### src/rtl/morse_matcher_if.sv
// Handshake bundle between the Morse decoder/game top and the player-2 matcher.
// The matcher is the slave: it consumes symbol/control pulses and drives status.
interface morse_matcher_if #(
   parameter int SYMBOLS   = 5,
   parameter int MAX_TRIES = 3
);
   localparam int W  = 2 * SYMBOLS;
   localparam int CW = $clog2(SYMBOLS + 1);
   localparam int TW = $clog2(MAX_TRIES + 1);

   logic          start;
   logic          ld_dot;
   logic          ld_line;
   logic          done_input;
   logic [W-1:0]  target;
   logic [W-1:0]  q;
   logic [CW-1:0] sym_count;
   logic [TW-1:0] tries_left;
   logic          correct;
   logic          wrong;
   logic          complete;
   logic          failed;

   modport master (
      output start, ld_dot, ld_line, done_input, target,
      input  q, sym_count, tries_left, correct, wrong, complete, failed
   );

   modport slave (
      input  start, ld_dot, ld_line, done_input, target,
      output q, sym_count, tries_left, correct, wrong, complete, failed
   );
endinterface

### src/rtl/morse_matcher.sv
// Player-2 entry checker: packs dot/line pulses into a left-justified guess, checks
// each symbol against the latched target and tracks a bounded retry budget.
module morse_matcher #(
   parameter int SYMBOLS   = 5,
   parameter int MAX_TRIES = 3,
   parameter int STRICT    = 0
) (
   input logic            clock,
   input logic            resetn,
   morse_matcher_if.slave bus
);
   localparam int W  = 2 * SYMBOLS;
   localparam int CW = $clog2(SYMBOLS + 1);
   localparam int TW = $clog2(MAX_TRIES + 1);

   typedef enum logic [1:0] {IDLE, ENTRY, MATCH, LOCKED} state_e;

   state_e        state_q, state_d;
   logic [W-1:0]  target_q, target_d;
   logic [W-1:0]  q_q, q_d;
   logic [CW-1:0] cnt_q, cnt_d;
   logic [TW-1:0] tries_q, tries_d;
   logic          err_q, err_d;
   logic          correct_q, correct_d;
   logic          wrong_q, wrong_d;

   // Word length counts leading non-empty slots; anything after the first 00 is ignored.
   function automatic logic [CW-1:0] word_len(input logic [W-1:0] w);
      logic [CW-1:0] n;
      logic          stop;
      n    = '0;
      stop = 1'b0;
      for (int i = 0; i < SYMBOLS; i++) begin
         if (w[W-1-2*i -: 2] == 2'b00) stop = 1'b1;
         else if (!stop)               n = n + 1'b1;
      end
      return n;
   endfunction

   logic [CW-1:0] target_len;
   assign target_len = word_len(target_q);

   // NOTE: sequential state uses non-blocking assignments so every register samples
   // the pre-edge values; the async reset also clears the latched target.
   always_ff @(posedge clock or posedge resetn) begin
      if (resetn) begin
         state_q   <= IDLE;
         target_q  <= '0;
         q_q       <= '0;
         cnt_q     <= '0;
         tries_q   <= '0;
         err_q     <= 1'b0;
         correct_q <= 1'b0;
         wrong_q   <= 1'b0;
      end else begin
         state_q   <= state_d;
         target_q  <= target_d;
         q_q       <= q_d;
         cnt_q     <= cnt_d;
         tries_q   <= tries_d;
         err_q     <= err_d;
         correct_q <= correct_d;
         wrong_q   <= wrong_d;
      end
   end

   logic       sym_evt;
   logic       sym_bad;
   logic       fail;
   logic [1:0] sym;
   logic [1:0] exp_slot;

   // NOTE: every variable gets a default before any branch so no latch is inferred.
   always_comb begin
      state_d   = state_q;
      target_d  = target_q;
      q_d       = q_q;
      cnt_d     = cnt_q;
      tries_d   = tries_q;
      err_d     = err_q;
      correct_d = 1'b0;
      wrong_d   = 1'b0;
      sym_evt   = bus.ld_dot ^ bus.ld_line;
      sym       = bus.ld_dot ? 2'b01 : 2'b11;
      exp_slot  = 2'b00;
      sym_bad   = 1'b0;
      fail      = 1'b0;

      if (bus.start) begin
         target_d = bus.target;
         q_d      = '0;
         cnt_d    = '0;
         err_d    = 1'b0;
         if (word_len(bus.target) == '0) begin
            state_d = IDLE;
            tries_d = '0;
         end else begin
            state_d = ENTRY;
            tries_d = TW'(MAX_TRIES);
         end
      end else if (state_q == ENTRY) begin
         if (bus.done_input) begin
            if (!err_q && cnt_q == target_len) state_d = MATCH;
            else                               fail    = 1'b1;
         end else if (sym_evt) begin
            if (cnt_q < CW'(SYMBOLS)) begin
               for (int i = 0; i < SYMBOLS; i++) begin
                  if (cnt_q == CW'(i)) begin
                     q_d[W-1-2*i -: 2] = sym;
                     exp_slot          = target_q[W-1-2*i -: 2];
                  end
               end
               cnt_d   = cnt_q + 1'b1;
               sym_bad = (sym != exp_slot);
            end else begin
               sym_bad = 1'b1;
            end
            correct_d = !sym_bad;
            wrong_d   = sym_bad;
            if (sym_bad) err_d = 1'b1;
            if (STRICT != 0 && sym_bad) fail = 1'b1;
         end

         // The last failure locks the round with the guess left on display.
         if (fail) begin
            tries_d = tries_q - 1'b1;
            if (tries_q == TW'(1)) begin
               state_d = LOCKED;
            end else begin
               q_d   = '0;
               cnt_d = '0;
               err_d = 1'b0;
            end
         end
      end
   end

   assign bus.q          = q_q;
   assign bus.sym_count  = cnt_q;
   assign bus.tries_left = tries_q;
   assign bus.correct    = correct_q;
   assign bus.wrong      = wrong_q;
   assign bus.complete   = (state_q == MATCH);
   assign bus.failed     = (state_q == LOCKED);
endmodule

### src/flat_wrapper.sv
// flat-port wrapper written by rule: the top's interface ports become plain ports
module morse_matcher_flat 
#(
   parameter int SYMBOLS   = 5,
   parameter int MAX_TRIES = 3,
   parameter int STRICT    = 0
)
  (clock, resetn, bus_start, bus_ld_dot, bus_ld_line, bus_done_input, bus_target, bus_q, bus_sym_count, bus_tries_left, bus_correct, bus_wrong, bus_complete, bus_failed);
  morse_matcher_if #(.SYMBOLS(SYMBOLS), .MAX_TRIES(MAX_TRIES)) bus_i ();
  input logic clock;
  input logic resetn;
  input wire logic [$bits(bus_i.start)-1:0] bus_start;
  input wire logic [$bits(bus_i.ld_dot)-1:0] bus_ld_dot;
  input wire logic [$bits(bus_i.ld_line)-1:0] bus_ld_line;
  input wire logic [$bits(bus_i.done_input)-1:0] bus_done_input;
  input wire logic [$bits(bus_i.target)-1:0] bus_target;
  output wire logic [$bits(bus_i.q)-1:0] bus_q;
  output wire logic [$bits(bus_i.sym_count)-1:0] bus_sym_count;
  output wire logic [$bits(bus_i.tries_left)-1:0] bus_tries_left;
  output wire logic [$bits(bus_i.correct)-1:0] bus_correct;
  output wire logic [$bits(bus_i.wrong)-1:0] bus_wrong;
  output wire logic [$bits(bus_i.complete)-1:0] bus_complete;
  output wire logic [$bits(bus_i.failed)-1:0] bus_failed;
  assign bus_i.start = bus_start;
  assign bus_i.ld_dot = bus_ld_dot;
  assign bus_i.ld_line = bus_ld_line;
  assign bus_i.done_input = bus_done_input;
  assign bus_i.target = bus_target;
  assign bus_q = bus_i.q;
  assign bus_sym_count = bus_i.sym_count;
  assign bus_tries_left = bus_i.tries_left;
  assign bus_correct = bus_i.correct;
  assign bus_wrong = bus_i.wrong;
  assign bus_complete = bus_i.complete;
  assign bus_failed = bus_i.failed;
  morse_matcher #(.SYMBOLS(SYMBOLS), .MAX_TRIES(MAX_TRIES), .STRICT(STRICT)) u_core (.clock(clock), .resetn(resetn), .bus(bus_i));
endmodule
### config.mk
export PLATFORM = sky130hd
export DESIGN_NAME = morse_matcher_flat
export DESIGN_NICKNAME = d
export VERILOG_FILES = /design/src/rtl/morse_matcher_if.sv /design/src/rtl/morse_matcher.sv /design/src/flat_wrapper.sv
export SDC_FILE = /design/constraint.sdc
export NUM_CORES = 1
export LEC_CHECK = 0
export BUFFER_PORTS_ARGS = -buffer_cell sky130_fd_sc_hd__buf_2
export CORE_MARGIN = 8
export CORE_UTILIZATION = 55
export CTS_CLUSTER_SIZE = 8
export DETAILED_ROUTE_END_ITERATION = 10
export PLACE_DENSITY = 0.82
export SLEW_MARGIN = 20
export SYNTH_ARGS = -nofsm -noshare
export SYNTH_HDL_FRONTEND = slang
export SYNTH_SLANG_ARGS = --single-unit
### constraint.sdc
create_clock -name clock -period 4.1 [get_ports clock]
set_input_delay 0.205 -clock clock [delete_from_list [all_inputs] [get_ports clock]]
set_output_delay 0.205 -clock clock [all_outputs]
set_load 0.005 [all_outputs]
==> summary by stage, run 1 <==
Global route
Summed over all layers, the global routing overflow is 0. The met1 track utilization from global routing is 21.8%. The total global routing track utilization is 17.8%.

The layer flagged by global routing as most heavily used is met2. The number of antenna violations at the first check in global routing came to 0. The first global-routing pass estimated 7.60 mm of wire. The number of global-route vias before repair is 1662. In the global route stage, met2 resource usage came out at 28.3%. The pin count of the biggest net entering global routing is 31. The met3 global-route usage is 5.39%.

Synth
The mux contribution to synthesized area is 6.78%. In the post-synthesis netlist, the biggest area contributors are dfrtp_1 40%, ha_1 6.0%, mux2_2 6.0%, nand2_1 6.0%, nor2_1 5.0%. Counting every instance in the synthesized netlist gives 212. The number of synthesized register bits is 30. The area of the mapped netlist is 0.00186 sq mm. The synthesized netlist devotes 19.3% of its cell area to compound gates. The main combinational cell family by area after synthesis is simple AND/OR/NAND/NOR gates. The share of synthesized cell area in full adder, half adder and majority cells is 6.04%.

In this run the biggest area consumer among cell types represents 40.3% of the synthesized area. The fraction of the yosys area taken by sequential cells is 40.3%. The share of synthesized cell area in and, or, nand and nor gates is 20.3%.

Averaged over all synthesized cells, the footprint is 8.79 sq um. The share of the synthesized netlist area taken by xor and xnor gates is 2.82%. The largest total area in the synthesized netlist belongs to dfrtp_1. The number of distinct library cells after synthesis is 44. During synthesis, Yosys emitted a total of 0 warnings. The number of nets handed over by synthesis was 237.

Power and ir drop
For this design the ratio of total power to cell area is 352 mW/mm^2. The worst-case IR drop observed on VDD is 0.000210 V. The internal power is 490 uW. Registers are responsible for 45.6% of the overall power. The static leakage power is 0.000959 uW.

In this run switching power makes up 34.5% of total power. The total design power is 749 uW. The clock network fraction of design power is 25.6%.

The combinational share of power is 28.8%. In this run the power spent charging and discharging nets is 259 uW.

Status
The flow ran to the end, and the final reports show no timing, DRC or antenna violations.

Die
The floorplan die height is 74.2 um. The die outline area is 0.00551 sq mm. The starting density of the core is 56.7%. The core area is 0.00328 sq mm.

The die width is 74.2 um. 35 I/O pins were placed. The initialized floorplan defines 21 standard-cell rows.

CTS
The clock root buffer master is clkbuf_4. After clock tree synthesis, the clock-pin slew on the worst setup and hold paths is 0.10 ns. In this run the deepest clock path goes through 2 buffers.

TritonCTS built the clock tree. The worst-skew pair later-pin latency is 0.34 ns. The number of setup buffers added after CTS is 0. Counting the buffers created by CTS gives 5. The clock drives 30 sinks. The H-tree depth reported by CTS is 2.

Worst setup path
The setup slack of the most critical reg-to-reg path is 0.67 ns. The arrival time of the worst setup path is 3.68 ns. The worst register-to-register path ends at u_core.bus.sym_count[1].

The largest stage delay on the critical path is 0.45 ns. The category of the worst setup path launch point is a flip-flop. The worst setup path is captured at a flip-flop. The library cell contributing the largest single delay on the critical path is dfrtp_1.

The worst register-to-register path begins at u_core.target_q[5]. The worst reg-to-reg path cell count is 13. Data on the critical path is required at its endpoint by 4.34 ns. The critical path goes through o32ai_1 > inv_1 > ha_1 > nor2_1 > nor2_1 > ha_1 > mux2i_2 > a31oi_1 > or3_1 > a311oi_2 > buf_4 > o21ai_1 > o221ai_1. Of all nets on the critical path, the largest fanout is 13. The startpoint-to-endpoint class of the critical path is reg -> reg.

Cells and area
The post-route netlist has 24.0% of its cells at a drive strength greater than 1. The antenna diode count is 0. At the end of the flow, the number of nets in the layout was 270. The final core utilization is 64.7%.

Fill cells in the final layout number 279. The post-synthesis to final-layout area growth is 14.1%.

Routing
Dividing the detail-routed via count by the number of cells gives 5.70. In this run the remaining antenna-violating nets after routing total 0. After detailed routing, the number of remaining DRC violations is 0. The routed design has 4.32 mm of wire. The overall via count from detail_route is 1665. Before antenna repair, the detailed router went through 4 iterations. In the final routed layout, each cell accounts on average for 14.8 um. For this block, the initial DRC count from the detailed router was 120.

STA
The setup slack of the critical path after layout is 0.666 ns. After routing, the total negative slack on setup checks comes to 0 ns. The relative slew slack is 52.8%.

At the pin with the least slew margin, the transition time is 0.703 ns. The routed design could run at a clock period as short as 3.43 ns. Setup violations remaining at the end of the flow were counted as 0. The worst-case clock skew is 0.00967 ns. Setup repair after global routing left no endpoint under its margin. The number of pins exceeding their max-slew limit in the final report was 0.

The final number of hold-violating endpoints is 0. After layout, the worst path uses 83.8% of the clock period. Static timing analysis puts the maximum clock frequency at 291 MHz.

Placed design
Buffers placed on the I/O ports in this run total 34. Summed over all nets, the half-perimeter wirelength after detailed placement is 3.35 mm. OpenSTA, run right after detailed placement, puts the worst setup slack at 0.713 ns. The routability congestion estimate from global placement is 0.870.

Worst hold path
The terminating pin of the worst hold path is u_core.target_q[3]. The worst hold path begins at bus_target[3]. The path type of the worst min-delay path is in -> reg. Counting instances, the worst hold path has a depth of 2.

Run
Max-cap violations in this run came to 0.
[metal layers]
metal  wire length [um]  share of wire (%)
met1               1880                 44
met2               1950                 45
met3                398                9.2
met4                 91                2.1
met5                  0                  0
[metrics by stage]
step	instances	hold slack [ns]	area, sq um
2_1_floorplan	212	0.296	1860
3_3_place_gp	283	0.455	2050
3_5_place_dp	283	0.458	2050
4_1_cts	291	0.0918	2120
5_1_grt	292	0.0907	2130
6_report	292	0.109	2130
[synthesized netlist by cell type]
library cell,instances
mux2i_2,1
clkbuf_1,6
a311oi_1,1
nor4bb_1,1
buf_1,2
xnor2_1,4
or2_2,2
ha_1,9
o221ai_1,3
or3_1,1
a31oi_1,7
o21ai_1,1
o32a_1,1
a21oi_1,15
a311oi_2,1
buf_6,1
o311ai_1,1
nand2b_1,1
and2_0,1
nand3b_1,2
and2_1,3
dfrtp_1,30
a2bb2oi_1,1
xor2_1,2
buf_2,1
o21ai_2,1
nand3_1,6
nand4_1,2
o21bai_1,1
nand2_1,30
o31a_1,1
nand4b_1,1
or4_1,1
nor3_1,5
mux2_2,10
o211ai_1,8
o32ai_1,1
inv_1,10
o22ai_1,2
nor2_1,25
o2111ai_1,2
o21ai_0,5
o22a_1,1
nor2b_1,2
[flip-flops by register name, summed over array words and instances (netlist names)]
register,count
u_core.target_q,10
u_core.bus.q,10
u_core.err_q,1
u_core.bus.wrong,1
u_core.state_q,2
u_core.bus.tries_left,2
u_core.bus.correct,1
u_core.bus.sym_count,3
[worst max-delay path, delay by kind of cell (launching register included)]
kind	cells	cell delay, ns
AND/OR/NAND/NOR	3	0.49
buffers and inverters	2	0.31
AO/OA/AOI/OAI	5	1.28
multiplexers	1	0.21
adder cells (fa/ha/maj)	2	0.60
flip-flops	1	0.45
[cell families after synthesis]
kind of cell	after synthesis
XOR/XNOR	6
adder cells (fa/ha/maj)	9
multiplexers	11
AND/OR/NAND/NOR	83
flip-flops	30
AO/OA/AOI/OAI	53
buffers and inverters	20
[layout by cell type (no fill, tap or decap), types with 4 or more instances in the layout]
| master | count |
|---|---|
| a21oi_1 | 15 |
| a31oi_1 | 7 |
| buf_2 | 34 |
| clkbuf_4 | 5 |
| dfrtp_1 | 30 |
| ha_1 | 9 |
| inv_1 | 9 |
| mux2_2 | 10 |
| nand2_1 | 30 |
| nand3_1 | 6 |
| nor2_1 | 25 |
| nor3_1 | 5 |
| o211ai_1 | 8 |
| o21ai_0 | 5 |
| xnor2_1 | 4 |
[power groups by stage]
stage	Combinational, uW	Sequential [uW]	Clock (uW)
CTS	216	341	198
global route	245	347	214
detailed placement	216	347	0
global placement	210	346	0
floorplan	169	341	0
finish	216	341	192
[layout make-up]
class                           instances  area [sq um]  area share (%)
Sequential cell                        30           751            35.3
Clock buffer                            6          51.3            2.41
Multi-Input combinational cell        162          1030            48.4
Inverter                               10          37.5            1.77
Timing Repair Buffer                   36           188            8.83
Tap cell                               46          57.6            2.71
Clock inverter                          2          12.5           0.589
[repair_timing]
item                      CTS  global route
hold endpoints to repair    0            30
hold buffers                0             1
resized for setup           0             0
[how the worst max path moves through the flow]
stage / start / endpoint / slack (ns) / depth (start not counted)
floorplan: u_core.target_q[4] / u_core.bus.tries_left[1] / 1.02 / 13
global placement: u_core.target_q[5] / u_core.bus.q[7] / 0.83 / 14
detailed placement: u_core.target_q[5] / u_core.bus.sym_count[1] / 0.71 / 13
CTS: u_core.target_q[5] / u_core.bus.sym_count[1] / 0.69 / 13
global route: u_core.target_q[4] / u_core.bus.q[5] / 0.40 / 13
finish: u_core.target_q[5] / u_core.bus.sym_count[1] / 0.67 / 13
(Power assumes the default switching activity.)
==> run 2: changes to the inputs <==
Settings changed: ABC_AREA set to 1, CORE_UTILIZATION 55 to 56, PLACE_DENSITY 0.82 to 0.83.
Clock period 4.1 ns to 3.3 ns, I/O delays scaled along.
==> summary by stage, run 2 <==
Synth
The post-synthesis cell type with the largest combined area is dfrtp_1. Ranked by total cell area, the synthesized netlist is headed by dfrtp_1 38%, nand2_1 15%, inv_1 7.7%, nand3_1 6.0%, o21ai_0 5.8%. The fraction of synthesis flops using an asynchronous set or reset pin is 100% (unchanged). The number of distinct library cells after synthesis is 29 (-34%). The most used flip-flop cell after synthesis is dfrtp_1. The area of the mapped netlist is 0.00200 sq mm (+7.5%). The number of enable-type register cells in the synthesized netlist was 0 (unchanged). The top cell type's share of synthesized area is 37.5% (-2.8 points). The most common cell in the synthesized netlist is nand2_1. The net count after synthesis is 301 (+27%). The count of warnings emitted by yosys was 0 (unchanged).

The average cell area after synthesis came to 7.25 sq um (-17%). The commonest cells after synthesis are 82 x nand2_1, 41 x inv_1, 30 x dfrtp_1, 24 x nand3_1, 23 x o21ai_0. The fraction of the yosys area taken by sequential cells was 37.5% (-2.8 points). The number of synthesized register bits is 30 (unchanged). The synthesized instance count is 276 (+30%).

Worst hold path
The worst hold path begins at bus_target[4]. The worst hold path terminates at u_core.target_q[4]. The cell depth of the worst min-delay path is 3 (+1). The path type of the worst min-delay path is in -> reg.

STA
The aggregate negative setup slack is 0 ns (unchanged). The actual transition at the worst max-transition pin is 0.903 ns (+0.200 ns). The worst-case clock skew is 0.0123 ns (+0.00263 ns). The achievable frequency is 399 MHz (+37%). The minimum clock period is 2.50 ns (-0.931 ns). The number of setup violations in the final report is 0 (unchanged). The number of pins exceeding their max-slew limit in the final report is 0 (unchanged). The final number of hold-violating endpoints is 0 (unchanged). The final worst-path cycle share was 75.9% (-7.9 points). Setup repair after global routing left no endpoint under its margin.

The relative slew slack is 39.6% (-13 points).

Worst setup path
In this run the critical register-to-register path is launched from u_core.target_q[5]. The capturing point of the worst reg2reg path is u_core.bus.q[8]. The required time reported for the critical path endpoint came to 3.52 ns (-0.82 ns). The startpoint-to-endpoint class of the critical path is reg -> reg. The setup slack of the most critical reg-to-reg path came to 0.80 ns (+0.13 ns).

The category of the worst setup path launch point is a flip-flop. The highest net fanout along the worst path is 8 (-5). The largest stage delay on the critical path is 0.40 ns (-0.05 ns). The worst setup path is captured at a flip-flop. Walking the worst path, the cells encountered are inv_1 > nand2_2 > nor2_2 > nor2_4 > ha_1 > inv_1 > nand3_1 > nand2_1 > inv_1 > ha_1 > nand3b_1 > nand3_1 > nand2_1 > nand2_1 > nand2_2 > nand3_4 > nand3_4 > nand2_8 > a21oi_4. The worst reg-to-reg path cell count is 19 (+6). The slowest stage of the critical path belongs to the cell dfrtp_1. The arrival time of the worst setup path is 2.73 ns (-0.95 ns).

Routing
The count of nets left with antenna violations after detail routing is 0 (unchanged). The total length of routed wires was 4.45 mm (+3.1%). The average via count per standard cell is 5.16 (-9.5%).

The routed length per instance is 12.4 um (-16%). The DRC violations left came to 0 (unchanged). The count of routing violations after the opening detailed-route iteration came to 164 (+37%). The number of detailed-routing iterations run before antenna repair is 4 (unchanged). The overall via count from detail_route is 1852 (+11%).

CTS
The number of buffers on the longest clock path is 2 (unchanged). The worst-skew pair later-pin latency is 0.33 ns (about the same). The post-CTS setup buffer count is 0 (unchanged). The count of clock tree sinks is 30 (unchanged).

The tree is rooted in a clkbuf_4. The H-tree depth reported by CTS is 2 (unchanged). TritonCTS built the clock tree. The TritonCTS buffer count came to 5 (unchanged). The register clock-pin slew on the reported worst setup and hold paths was 0.10 ns (about the same).

Cells and area
The total number of nets in the final design is 337 (+25%). The final non-filler cell area is 0.00232 sq mm (+9.2%). The post-synthesis to final-layout area growth is 15.9%. The final core utilization came to 68.5% (+3.8 points).

In the layout the commonest cells are 82 x nand2_1, 40 x inv_1, 34 x buf_2, 30 x dfrtp_1, 24 x nand3_1. The number of filler instances in the final layout is 283 (+1.4%). The antenna diode count is 0 (unchanged). The proportion of layout cells with a drive suffix above 1 is 21.7% (-2.3 points). The most common cell after layout, fill and taps aside is nand2_1.

Placed design
The routability congestion estimate from global placement came to 0.855 (-1.7%). The number of input and output port buffers inserted is 34 (unchanged). The placed instance area is 0.00220 sq mm (+7.2%).

The post-detailed-placement half-perimeter wirelength is 3.43 mm (+2.4%).

Power and ir drop
The peak supply drop is 0.000494 V (+140%). The static leakage power is 0.00124 uW (+29%). The power per cell area is 470 mW/mm^2 (+33%). The total design power is 1090 uW (+46%).

Run
The number of max-cap violations was 0 (unchanged).

Global route
The number of antenna violations at the first check in global routing is 0 (unchanged). The total grt overflow is 0 (unchanged). The number of global-route vias before repair is 1734 (+4.3%).

The global-route wire length before repair is 7.68 mm (+1.0%). The total global routing track utilization is 17.5% (-0.37 points). The pin count of the biggest net entering global routing came to 31 (unchanged).

Die
The standard-cell row count is 21 (unchanged). The starting density of the core is 59.1% (+2.3 points). The total I/O pin count is 35 (unchanged). The die width was 75.8 um (+2.1%). The die outline area is 0.00574 sq mm (+4.3%).

The core area is 0.00339 sq mm (+3.2%). The floorplan die height is 75.8 um (+2.1%).

Status
The flow ran to the end, and the final reports show no timing, DRC or antenna violations.
## run 2: cell types whose count changed in the layout (fill, tap and decap cells not counted), sizes merged, moves of 3 or more
cell / previous run / this run
nand3: 6 / 26
and2: 4 / 0
a31oi: 7 / 1
mux2: 10 / 0
nor2: 25 / 22
o21ai: 7 / 30
o211ai: 8 / 0
xnor2: 4 / 1
o221ai: 3 / 0
inv: 10 / 42
nand2: 30 / 87
## run 2: routing by layer
layer  track usage [%]  vias to the layer above  routed length (um)
li1                  -                      949                   -
met1              22.8                      842                2010
met2              26.6                       53                2050
met3              5.00                        8                 327
met4              6.40                        0                  65
met5                 0                        -                   0
## run 2: layout make-up
class,count,area [sq um],area share [%]
Clock buffer,6,51.3,2.21
Clock inverter,2,60.1,2.59
Inverter,42,158,6.79
Multi-Input combinational cell,198,1060,45.8
Sequential cell,30,751,32.3
Tap cell,46,57.6,2.48
Timing Repair Buffer,35,180,7.76
## run 2: what timing repair did
action | CTS | global route
endpoints found under the setup margin | 0 | 0
gates resized for setup | 0 | 0
endpoints found under the hold margin | 30 | 0
hold buffers | 1 | 0
## run 2: stage by stage
stage,setup slack (ns),cells,hold slack (ns)
2_1_floorplan,1.00,276,0.256
3_3_place_gp,0.865,350,0.383
3_5_place_dp,0.803,350,0.284
4_1_cts,0.799,359,0.0458
5_1_grt,0.540,359,0.0447
6_report,0.797,359,0.0528
## run 2: logic make-up (layout without fill, tap and decap cells)
family	after synthesis	count (layout)	share of synthesized area, %
fa+ha+maj	9	9	5.63
flops	30	30	37.5
simple gates	141	141	32.6
compound gates	46	46	14.0
xor+xnor	2	2	0.875
buf+inv	48	85	9.37
## run 2: worst max-delay path: cells and delay by family (launching register included)
family                   cells  cell delay, ns
AO/OA/AOI/OAI                1            0.06
adder cells (fa/ha/maj)      2            0.52
flip-flops                   1            0.40
AND/OR/NAND/NOR             13            1.23
buffers and inverters        3            0.19
## run 2: worst max path at each step
| stage | depth (start not counted) | slack [ns] | startpoint | endpoint |
|---|---|---|---|---|
| 2_1_floorplan | 19 | 1.00 | u_core.target_q[5] | u_core.bus.q[8] |
| 3_3_place_gp | 19 | 0.87 | u_core.target_q[4] | u_core.bus.q[8] |
| 3_5_place_dp | 19 | 0.80 | u_core.target_q[5] | u_core.bus.q[4] |
| 4_1_cts | 19 | 0.80 | u_core.target_q[5] | u_core.bus.q[8] |
| 5_1_grt | 19 | 0.54 | u_core.target_q[5] | u_core.bus.sym_count[2] |
| 6_report | 19 | 0.80 | u_core.target_q[5] | u_core.bus.q[8] |
## run 2: report_power, final
group | internal, uW | switching, uW | total [uW]
logic | 100 | 188 | 288
clock network | 257 | 131 | 388
registers | 393 | 21.9 | 415
total | 750 | 341 | 1090
==> run 3: changes to the inputs <==
Clock period 3.3 ns to 2.4 ns, I/O delays scaled along.
==> summary by stage, run 3 (synthesized netlist as in run 2, its figures left out) <==
Global route
The number of antenna violations at the first check in global routing is 0 (unchanged). The total global routing track utilization came to 18.5% (+1.0 points). The pin count of the biggest net entering global routing came to 31 (unchanged).

The total grt overflow is 0 (unchanged). The number of global-route vias before repair came to 1941 (+12%). The global-route wire length before repair was 8.17 mm (+6.4%).

Worst setup path
The critical path goes through nor2_4 > nor2_4 > nor2_4 > ha_4 > inv_2 > nand3_2 > nand2_1 > inv_1 > ha_1 > nand3b_1 > nand3_1 > nand3_1 > nand2_2 > nand3_4 > nand3_4 > nand2_8 > a21oi_2. The worst setup path is captured at a flip-flop. The largest stage delay on the critical path is 0.42 ns (+0.02 ns).

Among cell families on the critical path, the largest total delay comes from simple AND/OR/NAND/NOR gates. The highest net fanout along the worst path was 8 (unchanged). On the critical path, the stage with the largest delay is an instance of dfrtp_1. The worst reg-to-reg path cell count came to 17 (-2). The arrival time of the worst setup path is 2.67 ns (-0.06 ns). The setup slack of the most critical reg-to-reg path is -0.004 ns (-0.80 ns).

The capturing point of the worst reg2reg path is u_core.bus.q[2]. The worst setup path is of the reg -> reg kind. By instance count, the cell type seen most on the critical path is nor2_4. The count of buffer and inverter cells on the critical path is 2 (-1).

The required time reported for the critical path endpoint is 2.67 ns (-0.85 ns). The beginning of the worst register-to-register path is u_core.target_q[6]. The category of the worst setup path launch point is a flip-flop.

Cells and area
The number of standard cells in the final layout excluding fillers is 369 (+2.8%). The number of filler instances in the final layout is 269 (-4.9%). The total number of nets in the final design was 348 (+3.3%). In the layout the commonest cells are 81 x nand2_1, 38 x inv_1, 34 x buf_2, 30 x dfrtp_1.

The proportion of layout cells with a drive suffix above 1 is 25.7% (+4.0 points). From synthesis to final layout, the design area changed by 20.6%. The antenna diode count is 0 (unchanged).

The most common cell after layout, fill and taps aside is nand2_1. The final non-filler cell area came to 0.00241 sq mm (+4.0%).

STA
The minimum hold slack is 0.00597 ns (-0.0468 ns). The number of setup violations in the final report was 5 (+5). The worst-case clock skew was 0.00121 ns (-0.0111 ns). The actual transition at the worst max-transition pin is 0.539 ns (-0.364 ns).

The relative slew slack came to 64.0% (+24 points). The achievable frequency is 416 MHz (+4.1%). The setup slack of the critical path after layout was -0.00441 ns (-0.801 ns). The final number of hold-violating endpoints is 0 (unchanged).

The final worst-path cycle share is 100% (+24 points). The minimum clock period came to 2.40 ns (-0.0988 ns). Setup repair after global routing could not meet its margin everywhere. The number of pins exceeding their max-slew limit in the final report was 0 (unchanged).

Placed design
The routability congestion estimate from global placement is 0.898 (+5.0%). The number of input and output port buffers inserted is 34 (unchanged). The number of cells in the design after placement is 359 (+2.6%).

The post-place setup slack was -0.0508 ns (-0.854 ns). The placed instance area was 0.00227 sq mm (+3.1%). The post-detailed-placement half-perimeter wirelength is 3.58 mm (+4.3%).

Die
The die outline area is 0.00574 sq mm (unchanged). The floorplan die height is 75.8 um (unchanged). The starting density of the core is 59.1% (unchanged). The total I/O pin count came to 35 (unchanged). The standard-cell row count is 21 (unchanged). The die width came to 75.8 um (unchanged). The core area is 0.00339 sq mm (unchanged).

Routing
The count of routing violations after the opening detailed-route iteration is 157 (-4.3%). The DRC violations left is 0 (unchanged). The overall via count from detail_route is 1961 (+5.9%). The number of detailed-routing iterations run before antenna repair was 4 (unchanged).

The count of nets left with antenna violations after detail routing is 0 (unchanged). The routed length per instance is 12.9 um (+4.2%). The average via count per standard cell came to 5.31 (+3.0%). The total length of routed wires is 4.77 mm (+7.1%).

Worst hold path
The worst hold path terminates at u_core.target_q[4]. The cell depth of the worst min-delay path was 3 (unchanged). The path type of the worst min-delay path is in -> reg.

In this run the most critical hold path is launched from bus_target[4].

CTS
The worst-skew pair later-pin latency came to 0.33 ns (about the same). The count of clock tree sinks was 30 (unchanged). The TritonCTS buffer count is 5 (unchanged).

The number of buffers on the longest clock path is 2 (unchanged). The H-tree depth reported by CTS was 2 (unchanged). The register clock-pin slew on the reported worst setup and hold paths is 0.09 ns (about the same). The clock root buffer master is clkbuf_4. TritonCTS built the clock tree.

Status
The final reports fail on negative setup slack. The run finished, with violations left.

Power and ir drop
The peak supply drop is 0.000362 V (-27%). The total design power came to 1440 uW (+32%). The power per cell area was 598 mW/mm^2 (+27%). The static leakage power is 0.00129 uW (+3.7%).

Run
The number of max-cap violations was 0 (unchanged).
run 3: changes by cell type in the layout (fill, tap and decap cells not counted), moves of 2 or more:
cell	previous run	this run
inv_2	2	4
nor2_4	2	5
buf_4	0	11
inv_1	40	38
nor2_2	5	2
run 3: layer usage:
layer / global-route usage, % / vias up / part of all wire, % / wire [um]
met5: 0 / - / 0 / 0
met4: 5.76 / 0 / 1.2 / 58
met3: 4.47 / 7 / 5.4 / 258
met2: 32.2 / 53 / 49 / 2330
met1: 21.7 / 931 / 45 / 2120
li1: - / 970 / - / -
run 3: worst max path at each step:
stage | startpoint | end | slack (ns) | depth (start not counted)
global route | u_core.target_q[6] | u_core.bus.q[2] | -0.14 | 17
global placement | u_core.target_q[4] | u_core.bus.q[8] | 0.02 | 19
finish | u_core.target_q[6] | u_core.bus.q[2] | -0.004 | 17
detailed placement | u_core.target_q[5] | u_core.bus.q[3] | -0.05 | 19
floorplan | u_core.target_q[5] | u_core.bus.q[8] | 0.10 | 19
CTS | u_core.target_q[6] | u_core.bus.q[2] | -0.01 | 18
run 3: where the power goes:
part           switching, uW  total (uW)  internal (uW)
registers               30.2         571            541
logic                    282         452            170
clock network            179         421            242
run 3: layout make-up:
| class | count | area [sq um] | share of cell area (%) |
|---|---|---|---|
| multi-input combinational | 198 | 1100 | 45.7 |
| sequential | 30 | 751 | 31.1 |
| timing repair buffer | 46 | 263 | 10.9 |
| inverter | 42 | 158 | 6.53 |
| tap | 46 | 57.6 | 2.38 |
| clock buffer | 6 | 51.3 | 2.13 |
| clock inverter | 1 | 30.0 | 1.24 |
run 3: what timing repair did:
| item | in CTS | in global routing |
|---|---|---|
| pin swaps | 5 | 4 |
| gates resized for setup | 8 | 2 |
| hold buffers | 1 | 0 |
| cloned | 0 | 0 |
| setup endpoints to repair | 16 | 18 |
| hold endpoints to repair | 30 | 0 |
| buffers inserted | 2 | 0 |
run 3: per-stage QoR:
stage          util, %  TNS [ns]
2_1_floorplan        -         0
3_3_place_gp      66.9         0
3_5_place_dp      66.9    -0.429
4_1_cts           71.0   -0.0479
5_1_grt           71.2     -1.86
6_report          71.2   -0.0103
run 3: worst register-to-register path, delay by kind of cell, from the launching register on:
family,cells,cell delay (ns)
buffers and inverters,2,0.09
AND/OR/NAND/NOR,12,1.24
adder cells (fa/ha/maj),2,0.46
flip-flops,1,0.42
AO/OA/AOI/OAI,1,0.16
